[src/rtl/magnitude_scheduler_pkg.sv]
// Shared constants and helpers for the magnitude / threshold datapath blocks.
//
// Contents:
//   BETA_SHIFT   right-shift that realises beta = 1/4 in alpha-max-plus-beta-min
//                (alpha = 1, so the max term is used unscaled)
//   MIN_CH/MAX_CH  supported range of requesting channels for the scheduler
//   clog2_ch()   ceiling log2, used to size and cross-check channel-index fields
package magnitude_scheduler_pkg;

  localparam int unsigned BETA_SHIFT = 2;

  localparam int unsigned MIN_CH = 2;
  localparam int unsigned MAX_CH = 16;

  // Smallest r with 2**r >= n; n <= 1 gives 0.
  function automatic int unsigned clog2_ch(input int unsigned n);
    int unsigned r;
    r = 0;
    for (int unsigned i = 0; i < 32; i++) begin
      if ((64'd1 << i) < 64'(n)) begin
        r = i + 1;
      end
    end
    return r;
  endfunction

endpackage

[src/rtl/magnitude_pipe.sv]
// Two-stage alpha-max-plus-beta-min magnitude datapath with a tag pass-through.
//
// Stage 1 takes |re| and |im| of the incoming sample and decides which of the two
// is the max term. Stage 2 (the output register) forms max + (min >> BETA_SHIFT).
// Both stages move together on 'advance' and hold otherwise, so the caller can
// implement output backpressure by deasserting 'advance'.
//
// Ports:
//   clock      rising-edge clock
//   reset      synchronous, active-high; clears every stage, data included
//   advance    1: both stages load; 0: both stages hold
//   in_valid   sample present at the input this cycle (only sampled on advance)
//   in_re      signed real part
//   in_im      signed imaginary part
//   in_tag     source channel, carried alongside the sample
//   out_valid  result valid
//   out_data   unsigned magnitude approximation, DATA_WIDTH+1 bits
//   out_tag    channel tag belonging to out_data
module magnitude_pipe
  import magnitude_scheduler_pkg::*;
#(
  parameter int unsigned DATA_WIDTH = 82,
  parameter int unsigned CH_W       = 2
) (
  input  logic                  clock,
  input  logic                  reset,
  input  logic                  advance,
  input  logic                  in_valid,
  input  logic [DATA_WIDTH-1:0] in_re,
  input  logic [DATA_WIDTH-1:0] in_im,
  input  logic [CH_W-1:0]       in_tag,
  output logic                  out_valid,
  output logic [DATA_WIDTH:0]   out_data,
  output logic [CH_W-1:0]       out_tag
);

  // Two's-complement absolute value. The most negative input wraps to itself,
  // which read as unsigned is exactly 2**(DATA_WIDTH-1): no saturation needed.
  function automatic logic [DATA_WIDTH-1:0] abs_val(input logic [DATA_WIDTH-1:0] v);
    return v[DATA_WIDTH-1] ? ((~v) + DATA_WIDTH'(1)) : v;
  endfunction

  // Stage 1 next-state
  logic [DATA_WIDTH-1:0] abs_re_d;
  logic [DATA_WIDTH-1:0] abs_im_d;
  logic                  re_is_max_d;

  // Stage 1 registers
  logic                  s1_valid_q;
  logic [DATA_WIDTH-1:0] s1_abs_re_q;
  logic [DATA_WIDTH-1:0] s1_abs_im_q;
  logic                  s1_re_is_max_q;
  logic [CH_W-1:0]       s1_tag_q;

  // Stage 2 combinational
  logic [DATA_WIDTH-1:0] s2_max;
  logic [DATA_WIDTH-1:0] s2_min;
  logic [DATA_WIDTH:0]   s2_sum;

  // Stage 2 (output) registers
  logic                  s2_valid_q;
  logic [DATA_WIDTH:0]   s2_data_q;
  logic [CH_W-1:0]       s2_tag_q;

  always_comb begin
    abs_re_d    = abs_val(in_re);
    abs_im_d    = abs_val(in_im);
    // Ties pick Re as max; the result is identical either way.
    re_is_max_d = (abs_re_d >= abs_im_d);
  end

  always_comb begin
    s2_max = s1_re_is_max_q ? s1_abs_re_q : s1_abs_im_q;
    s2_min = s1_re_is_max_q ? s1_abs_im_q : s1_abs_re_q;
    // One extra bit absorbs the worst case 2**(W-1) + 2**(W-3); the shift truncates.
    s2_sum = {1'b0, s2_max} + {1'b0, s2_min >> BETA_SHIFT};
  end

  always_ff @(posedge clock) begin
    if (reset) begin
      s1_valid_q     <= 1'b0;
      s1_abs_re_q    <= '0;
      s1_abs_im_q    <= '0;
      s1_re_is_max_q <= 1'b0;
      s1_tag_q       <= '0;
      s2_valid_q     <= 1'b0;
      s2_data_q      <= '0;
      s2_tag_q       <= '0;
    end else if (advance) begin
      s1_valid_q     <= in_valid;
      s1_abs_re_q    <= abs_re_d;
      s1_abs_im_q    <= abs_im_d;
      s1_re_is_max_q <= re_is_max_d;
      s1_tag_q       <= in_tag;
      s2_valid_q     <= s1_valid_q;
      s2_data_q      <= s2_sum;
      s2_tag_q       <= s1_tag_q;
    end
  end

  assign out_valid = s2_valid_q;
  assign out_data  = s2_data_q;
  assign out_tag   = s2_tag_q;

endmodule

[src/rtl/magnitude_scheduler.sv]
// Round-robin scheduler sharing one pipelined magnitude unit between NUM_CH complex
// sample streams. Sits between the per-channel matched-filter outputs and the
// detection/threshold stage. Each result carries the index of its source channel;
// results leave in acceptance order.
//
// Ports:
//   clock      rising-edge clock
//   reset      synchronous, active-high; drops anything in flight
//   enable     0: no new samples are accepted; the pipeline still drains
//   reqValid   per-channel sample valid
//   reqReady   per-channel accept, one-hot or zero
//   reqDataRe  signed real parts, channel i at [i*DATA_WIDTH +: DATA_WIDTH]
//   reqDataIm  signed imaginary parts, same packing
//   outValid   result valid
//   outReady   downstream accept
//   outData    unsigned magnitude approximation (max + min/4)
//   outChan    source channel of outData
module magnitude_scheduler
  import magnitude_scheduler_pkg::*;
#(
  parameter int unsigned DATA_WIDTH = 82,
  parameter int unsigned NUM_CH     = 4,
  parameter int unsigned CH_W       = 2
) (
  input  logic                         clock,
  input  logic                         reset,
  input  logic                         enable,
  input  logic [NUM_CH-1:0]            reqValid,
  output logic [NUM_CH-1:0]            reqReady,
  input  logic [NUM_CH*DATA_WIDTH-1:0] reqDataRe,
  input  logic [NUM_CH*DATA_WIDTH-1:0] reqDataIm,
  output logic                         outValid,
  input  logic                         outReady,
  output logic [DATA_WIDTH:0]          outData,
  output logic [CH_W-1:0]              outChan
);

  if (CH_W != clog2_ch(NUM_CH)) begin : g_bad_ch_w
    $error("magnitude_scheduler: CH_W must equal clog2(NUM_CH)");
  end

  if (NUM_CH < MIN_CH || NUM_CH > MAX_CH) begin : g_bad_num_ch
    $error("magnitude_scheduler: NUM_CH out of supported range");
  end

  logic [CH_W-1:0]       rr_ptr_q;
  logic [CH_W-1:0]       rr_ptr_d;

  logic                  advance;
  logic                  any_valid;
  logic                  accept;
  logic [CH_W-1:0]       grant;
  logic                  grant_found;
  logic [CH_W-1:0]       cand;
  logic [DATA_WIDTH-1:0] sel_re;
  logic [DATA_WIDTH-1:0] sel_im;

  // The whole pipeline moves whenever the output register is empty or being drained.
  assign advance   = !outValid || outReady;
  assign any_valid = |reqValid;

  // Round-robin search starting at rr_ptr_q; the first requester wins.
  always_comb begin
    grant       = '0;
    grant_found = 1'b0;
    cand        = '0;
    for (int unsigned k = 0; k < NUM_CH; k++) begin
      cand = CH_W'((32'(rr_ptr_q) + k) % NUM_CH);
      if (!grant_found && reqValid[cand]) begin
        grant_found = 1'b1;
        grant       = cand;
      end
    end
  end

  always_comb begin
    reqReady = '0;
    if (enable && advance && any_valid) begin
      reqReady[grant] = 1'b1;
    end
  end

  assign accept = |(reqValid & reqReady);

  // Operand mux for the granted channel.
  always_comb begin
    sel_re = '0;
    sel_im = '0;
    for (int unsigned i = 0; i < NUM_CH; i++) begin
      if (grant == CH_W'(i)) begin
        sel_re = reqDataRe[i*DATA_WIDTH +: DATA_WIDTH];
        sel_im = reqDataIm[i*DATA_WIDTH +: DATA_WIDTH];
      end
    end
  end

  // Pointer moves past the winner only on a real handshake, so a channel that
  // drops its request simply loses its turn.
  always_comb begin
    rr_ptr_d = rr_ptr_q;
    if (accept) begin
      rr_ptr_d = (grant == CH_W'(NUM_CH - 1)) ? '0 : grant + CH_W'(1);
    end
  end

  always_ff @(posedge clock) begin
    if (reset) begin
      rr_ptr_q <= '0;
    end else begin
      rr_ptr_q <= rr_ptr_d;
    end
  end

  // With no accept on an advancing cycle, in_valid=0 inserts a bubble.
  magnitude_pipe #(
    .DATA_WIDTH (DATA_WIDTH),
    .CH_W       (CH_W)
  ) u_pipe (
    .clock     (clock),
    .reset     (reset),
    .advance   (advance),
    .in_valid  (accept),
    .in_re     (sel_re),
    .in_im     (sel_im),
    .in_tag    (grant),
    .out_valid (outValid),
    .out_data  (outData),
    .out_tag   (outChan)
  );

endmodule

[config.mk]
export PLATFORM = sky130hd
export DESIGN_NAME = magnitude_scheduler
export DESIGN_NICKNAME = d
export VERILOG_FILES = /design/src/rtl/magnitude_scheduler_pkg.sv /design/src/rtl/magnitude_pipe.sv /design/src/rtl/magnitude_scheduler.sv
export SDC_FILE = /design/constraint.sdc
export NUM_CORES = 1
export LEC_CHECK = 0
export ABC_AREA = 1
export ABC_CLOCK_PERIOD_IN_PS = 5380
export CAP_MARGIN = 10
export CELL_PAD_IN_SITES_DETAIL_PLACEMENT = 1
export CELL_PAD_IN_SITES_GLOBAL_PLACEMENT = 2
export CORE_MARGIN = 5
export CORE_UTILIZATION = 23
export CTS_CLUSTER_SIZE = 20
export DETAILED_ROUTE_END_ITERATION = 7
export GPL_TIMING_DRIVEN = 0
export PLACE_DENSITY = 0.89
export SKIP_LAST_GASP = 1
export SLEW_MARGIN = 15
export SYNTH_ARGS = -nofsm -noshare
export SYNTH_HDL_FRONTEND = slang
export SYNTH_SLANG_ARGS = --single-unit
[constraint.sdc]
create_clock -name clock -period 5.38 [get_ports clock]
set_input_delay 1.076 -clock clock [delete_from_list [all_inputs] [get_ports clock]]
set_output_delay 1.076 -clock clock [all_outputs]
set_load 0.02 [all_outputs]
# [Word-level counts from Yosys, hierarchy flattened]
# Cells that the tools add are included.
[word_totals] regBits=256 in_bits=664
[classes] n_lt_le_gt_ge=7 addsub=7 muxes=31 reduce_logical=14 n_eq_ne=3 bitwise=3
[op_table] cell="82-bit 2-to-1 mux" count=12
[op_table] cell="82-bit by 1-bit adder with 82-bit output (second input constant)" count=2
[op_table] cell="82-bit inverter" count=2
[op_table] cell="82-bit by 80-bit adder with 83-bit output" count=1
[op_table] cell="82-bit >= comparator" count=1
[op_table] cell="2-bit by 3-bit < comparator with 1-bit output (second input constant)" count=5
[op_table] cell="2-bit 2-to-1 mux" count=5
[op_table] cell="1-bit binary-select mux with 2-bit select" count=4
[op_table] cell="1-bit 2-to-1 mux" count=8
[op_table] cell="4-bit OR reduction" count=2
[op_table] cell="1-bit logical AND" count=6
[op_table] cell="2-bit by 1-bit adder with 2-bit output (second input constant)" count=2
[op_table] cell="2-bit adder (second input constant)" count=2
[op_table] cell="4-bit bitwise AND" count=1
[op_table] cell="2-bit equality test (second input constant)" count=2
[op_table] cell="1-bit zero test" count=4
[op_table] cell="4-bit 2-to-1 mux" count=1
[op_table] cell="1-bit demux with 2-bit select" count=1
[op_table] cell="2-bit by 1-bit equality test with 1-bit output (second input constant)" count=1
[op_table] cell="2-bit by 1-bit >= comparator with 1-bit output (second input constant)" count=1
[op_table] cell="2-bit zero test" count=1
[op_table] cell="1-bit logical OR" count=1

# [Depth between registers and ports, before layout]
[depth] word_depth=21 depth_mapped=43 ltp_nobuf=42

# [Modules after synthesis]
# Synthesis repeated with hierarchy kept, for this count alone.
[unflattened] hier_cells=5803 hier_area_um2=31999.4
[modules_own_cells] module="magnitude_pipe" seq_area_each_um2=5084.9 area_per_inst_um2=27053.4 cells_per_inst=4946 instances=1
[modules_own_cells] module="magnitude_scheduler" seq_area_each_um2=40.0 area_per_inst_um2=4946.0 cells_per_inst=857 instances=1

# [Least setup slack after synthesis]
# Ideal clock, no wire load.
[synth_path] path_kind="input -> register" startpoint="input port reqValid[2]" endpoint="register u_pipe.s1_re_is_max_q" slack_ns=0.180 path_buffers=2 arrival_ns=5.131 cell_stages=40 cell_sequence="inv_1 -> nand2_1 -> o21ai_0 -> inv_1 -> nand2_1 -> o21ai_0 -> nor2_1 -> nand2_1 -> a21oi_1 -> nand2_1 -> nand2_1 -> inv_1 -> ha_1 -> buf_2 -> buf_2 -> a21oi_1 -> o21ai_1 -> nand2_1 -> [... 4 more ...] -> nor2_1 -> nand2_1 -> nand2_1 -> xor2_1 -> inv_1 -> ha_1 -> nand2_1 -> inv_1 -> nand3_1 -> nor3_1 -> inv_1 -> o21ai_0 -> nand2_1 -> nand3_1 -> nand2_1 -> nand2_1 -> nand2_1 -> a21oi_1"
[synth_via] elab_chain_cells=21 elab_cells_between_ends=40 classes_between="add/sub: 2; order compare: 1; eq/ne: 3; mux: 25; bitwise: 2; reduce/logical: 7"
[synth_rtl] item="start: declaration" line_no="magnitude_scheduler.sv:28" rtl="input logic [NUM_CH-1:0] reqValid,"
[synth_rtl] item="1-bit binary-select mux with 2-bit select" line_no="magnitude_scheduler.sv:69" rtl="if (!grant_found && reqValid[cand]) begin"
[synth_rtl] item="1-bit 2-to-1 mux (implied by the code)" line_no="magnitude_scheduler.sv:69"
[synth_rtl] item="1-bit 2-to-1 mux" line_no="magnitude_scheduler.sv:69"
[synth_rtl] item="1-bit zero test" line_no="magnitude_scheduler.sv:69"
[synth_rtl] item="1-bit logical AND" line_no="magnitude_scheduler.sv:69"
[synth_rtl] item="1-bit 2-to-1 mux" line_no="magnitude_scheduler.sv:69"
[synth_rtl] item="1-bit zero test" line_no="magnitude_scheduler.sv:69"
[synth_rtl] item="1-bit logical AND" line_no="magnitude_scheduler.sv:69"
[synth_rtl] item="[... 4 more ...]"
[synth_rtl] item="via grant[0]" line_no="magnitude_scheduler.sv:52" rtl="logic [CH_W-1:0] grant;"
[synth_rtl] item="2-bit zero test" line_no="magnitude_scheduler.sv:90" rtl="if (grant == CH_W'(i)) begin"
[synth_rtl] item="82-bit 2-to-1 mux (3 in a row)" line_no="magnitude_scheduler.sv:90"
[synth_rtl] item="82-bit 2-to-1 mux *" line_no="magnitude_scheduler.sv:90"
[synth_rtl] item="82-bit inverter" line_no="magnitude_pipe.sv:40" rtl="return v[DATA_WIDTH-1] ? ((~v) + DATA_WIDTH'(1)) : v;"
[synth_rtl] item="82-bit by 1-bit adder with 82-bit output" line_no="magnitude_pipe.sv:40"
[synth_rtl] item="82-bit 2-to-1 mux *" line_no="magnitude_pipe.sv:40"
[synth_rtl] item="via u_pipe.abs_re_d[32]" line_no="magnitude_pipe.sv:44" rtl="logic [DATA_WIDTH-1:0] abs_re_d;"
[synth_rtl] item="82-bit >= comparator *" line_no="magnitude_pipe.sv:69" rtl="re_is_max_d = (abs_re_d >= abs_im_d);"
[synth_rtl] item="end signal: assignment" line_no="magnitude_pipe.sv:93" rtl="s1_re_is_max_q <= re_is_max_d;"
[synth_rtl] item="end: declaration" line_no="magnitude_pipe.sv:52" rtl="logic s1_re_is_max_q;"
# Mark *: on every way through the listed nets, which the timed path passes. The rest lies on a longest branch. The select of a mux whose other input is x is not followed.
# A chain may end at the register's enable or synchronous reset.

# [Worst setup path in the final report]
# Ends and elaborated chain as after synthesis.

==> out/results.ini <==
[setup_path]
critical_path.top_delay_family=simple AND/OR/NAND/NOR gates
rr_worst_depth=34
crit_arrival_ps=6480
cpPeakStageDelay_ps=320
cp_slowest_cell=nor3_4
critPathBufInv=12
cp_max_fo=10
required_ps=5900
rrSetupSlack_ps=-550
r2r_start=rr_ptr_q[0]
setup.worst_path.start_class=input pin
end_kind=flip-flop
path_class=input pin to flip-flop
timing.rr.end=u_pipe.s1_re_is_max_q
cp_common_cell=buf_12

[synthesis]
synth_nets=7144
synth_seq_cells=256
ys_warn_count=0
syn_area_um2=33200
synth-async-reset-ratio_pct=0
synth_area_per_cell_um2=5.26
synth-main-ff-cell=dfxtp_1
ys_seq_area_share_pct=15.4
synthCells=6311
yosysUniqueCellTypes=54
synth-edff-count=0

[global_routing]
met2_usage_pct=57.2
grt_max_degree=15
grtUsageTotal_pct=32.5
antenna_found_initial=53
grt_pass1_vias=47197
grt_busiest_layer=met2
grt_pass1_wl_um=353000
grt.met3_usage_pct=3.67
grt_remaining_overflow=0
grtUsageMet1_pct=38.1

[sta]
slew_violations=0
clock_skew_ps=20.0
setup_viol=8
rsz0062_at_grt=yes
slew_headroom_pct=16.0
worst_slack_ps=-588
period_share_pct=111
timing.fmax_mhz=168
hold_violations=0
tightestPinTransition_ps=1260
period_minus_slack_ps=5970

[clock_network]
clock-sinks=256
htree_levels=1
cts_buffer_depth=3
cts_buffers=31
cts_tree=yes
clk_latency_ps=600
cts-root-buf=clkbuf_16
cts.clk_slew.worst_paths_ps=60
postCtsHoldBufs=0

[route]
dr.pass1.iters=7
wl_um=262000
vias=46257
routed_via_density=5.02
drc_errors=0
ant_nets=0
drt-initial-drc-count=2825
post_drt_wl_per_cell_um=28.4

[floorplanning]
die_h_um=390
start_util_pct=23.1
rows=139
die_area_um2=152000
core_um2=144000
io_pins=754
die_w_um=390

[hold_path]
hold_class=flip-flop to flip-flop
holdPathStages=2
hp-start=u_pipe.s1_valid_q
hold_end=u_pipe.s1_valid_q

[run_status]
status=finished, violations left
violations=negative setup slack

[finish]
finalNonFillerCells=9206
area_growth_syn_to_layout_pct=50.4
nNetsFinal=8082
layout-drive-gt1-share_pct=15.6
final_common_cell=nand2_1
final_cell_mix=nand2_1 (1714), inv_1 (901), clkdlybuf4s50_1 (748), nor2_1 (651), a21oi_1 (483)

[flow_run]
cap_violations=0

[placement]
post-place-ws_ps=-4240
place_inst=8968
hpwl_um=225000
io_buffers=753
gp_congestion=0.976

[cells in the mapped netlist (75+ instances only)]
| master | instances | share of area [%] |
|---|---|---|
| o21bai_1 | 75 | 1.7 |
| a21oi_1 | 550 | 8.3 |
| clkbuf_1 | 128 | 1.4 |
| nor2_1 | 796 | 9.0 |
| buf_2 | 100 | 1.5 |
| nand2_1 | 1974 | 22 |
| nand3_1 | 344 | 5.2 |
| xor2_1 | 97 | 2.6 |
| inv_1 | 928 | 10 |
| o21ai_0 | 465 | 7.0 |
| ha_1 | 168 | 6.3 |
| dfxtp_1 | 256 | 15 |
[flip-flops by register name, summed over array words and instances (netlist names)]
name,flops
u_pipe.s1_valid_q,1
u_pipe.s1_tag_q,2
u_pipe.s1_abs_re_q,82
u_pipe.out_valid,1
u_pipe.out_data,83
u_pipe.s1_abs_im_q,82
u_pipe.s1_re_is_max_q,1
u_pipe.out_tag,2
rr_ptr_q,2
[worst min-delay path, stage by stage, from the launching register on]
cell     delay (ps)
dfxtp_1         310
nand2_1          60
a21oi_1          60
[worst max-delay path by stage]
stage                      from               endpoint  slack [ps]  cells past startpoint
finish              reqValid[2]  u_pipe.s1_re_is_max_q        -590                     35
global route        reqValid[2]  u_pipe.s1_re_is_max_q        -640                     40
CTS                 reqValid[3]  u_pipe.s1_re_is_max_q        -700                     37
detailed placement  reqValid[2]  u_pipe.s1_re_is_max_q       -4240                     37
global placement    reqValid[2]  u_pipe.s1_re_is_max_q       -4140                     37
floorplan           reqValid[2]  u_pipe.s1_re_is_max_q         180                     40
[through the flow]
step	TNS, ps	hold slack [ps]	area [um^2]	utilization, %
2_1_floorplan	0	440	33200	-
3_3_place_gp	-269860	455	43100	30.0
3_5_place_dp	-292800	466	43200	30.0
4_1_cts	-1340	475	47300	33.0
5_1_grt	-5130	505	49900	34.8
6_report	-1220	470	50000	34.8
[kinds of logic after synthesis]
family                     after synthesis  share of synthesized area, %
buffers and inverters                 1212                          14.6
and+or+nand+nor                       3326                          40.4
AOI/OAI and AO/OA                     1230                          20.0
xor gates and xnor gates               118                          3.18
DFF                                    256                          15.4
adders and majority gates              169                          6.39
[metal layers]
metal  share of wire [%]  vias to the layer above
li1                    -                    21751
met1                  40                    22469
met2                  48                     1545
met3                 4.6                      476
met4                 7.1                       16
met5               0.039                        -
[final cells by class]
| type | count | area, um^2 |
|---|---|---|
| Multi-Input combinational cell | 4843 | 26800 |
| Antenna cell | 36 | 90.1 |
| Clock inverter | 12 | 120 |
| Clock buffer | 39 | 836 |
| Fill cell | 18882 | 93700 |
| Buffer | 267 | 2130 |
| Sequential cell | 256 | 5120 |
| Tap cell | 1903 | 2380 |
| Timing Repair Buffer | 906 | 8900 |
| Inverter | 944 | 3590 |
[repair_timing]
item,CTS,global route
pin swaps,98,166
resized for setup,745,479
gates cloned,4,4
hold endpoints to repair,0,0
setup buffers,66,78
endpoints found under the setup margin,195,27
Power is left out: the tool's default activity adds up to more than one toggle a clock period on the data nets, which glitch-free logic cannot reach.
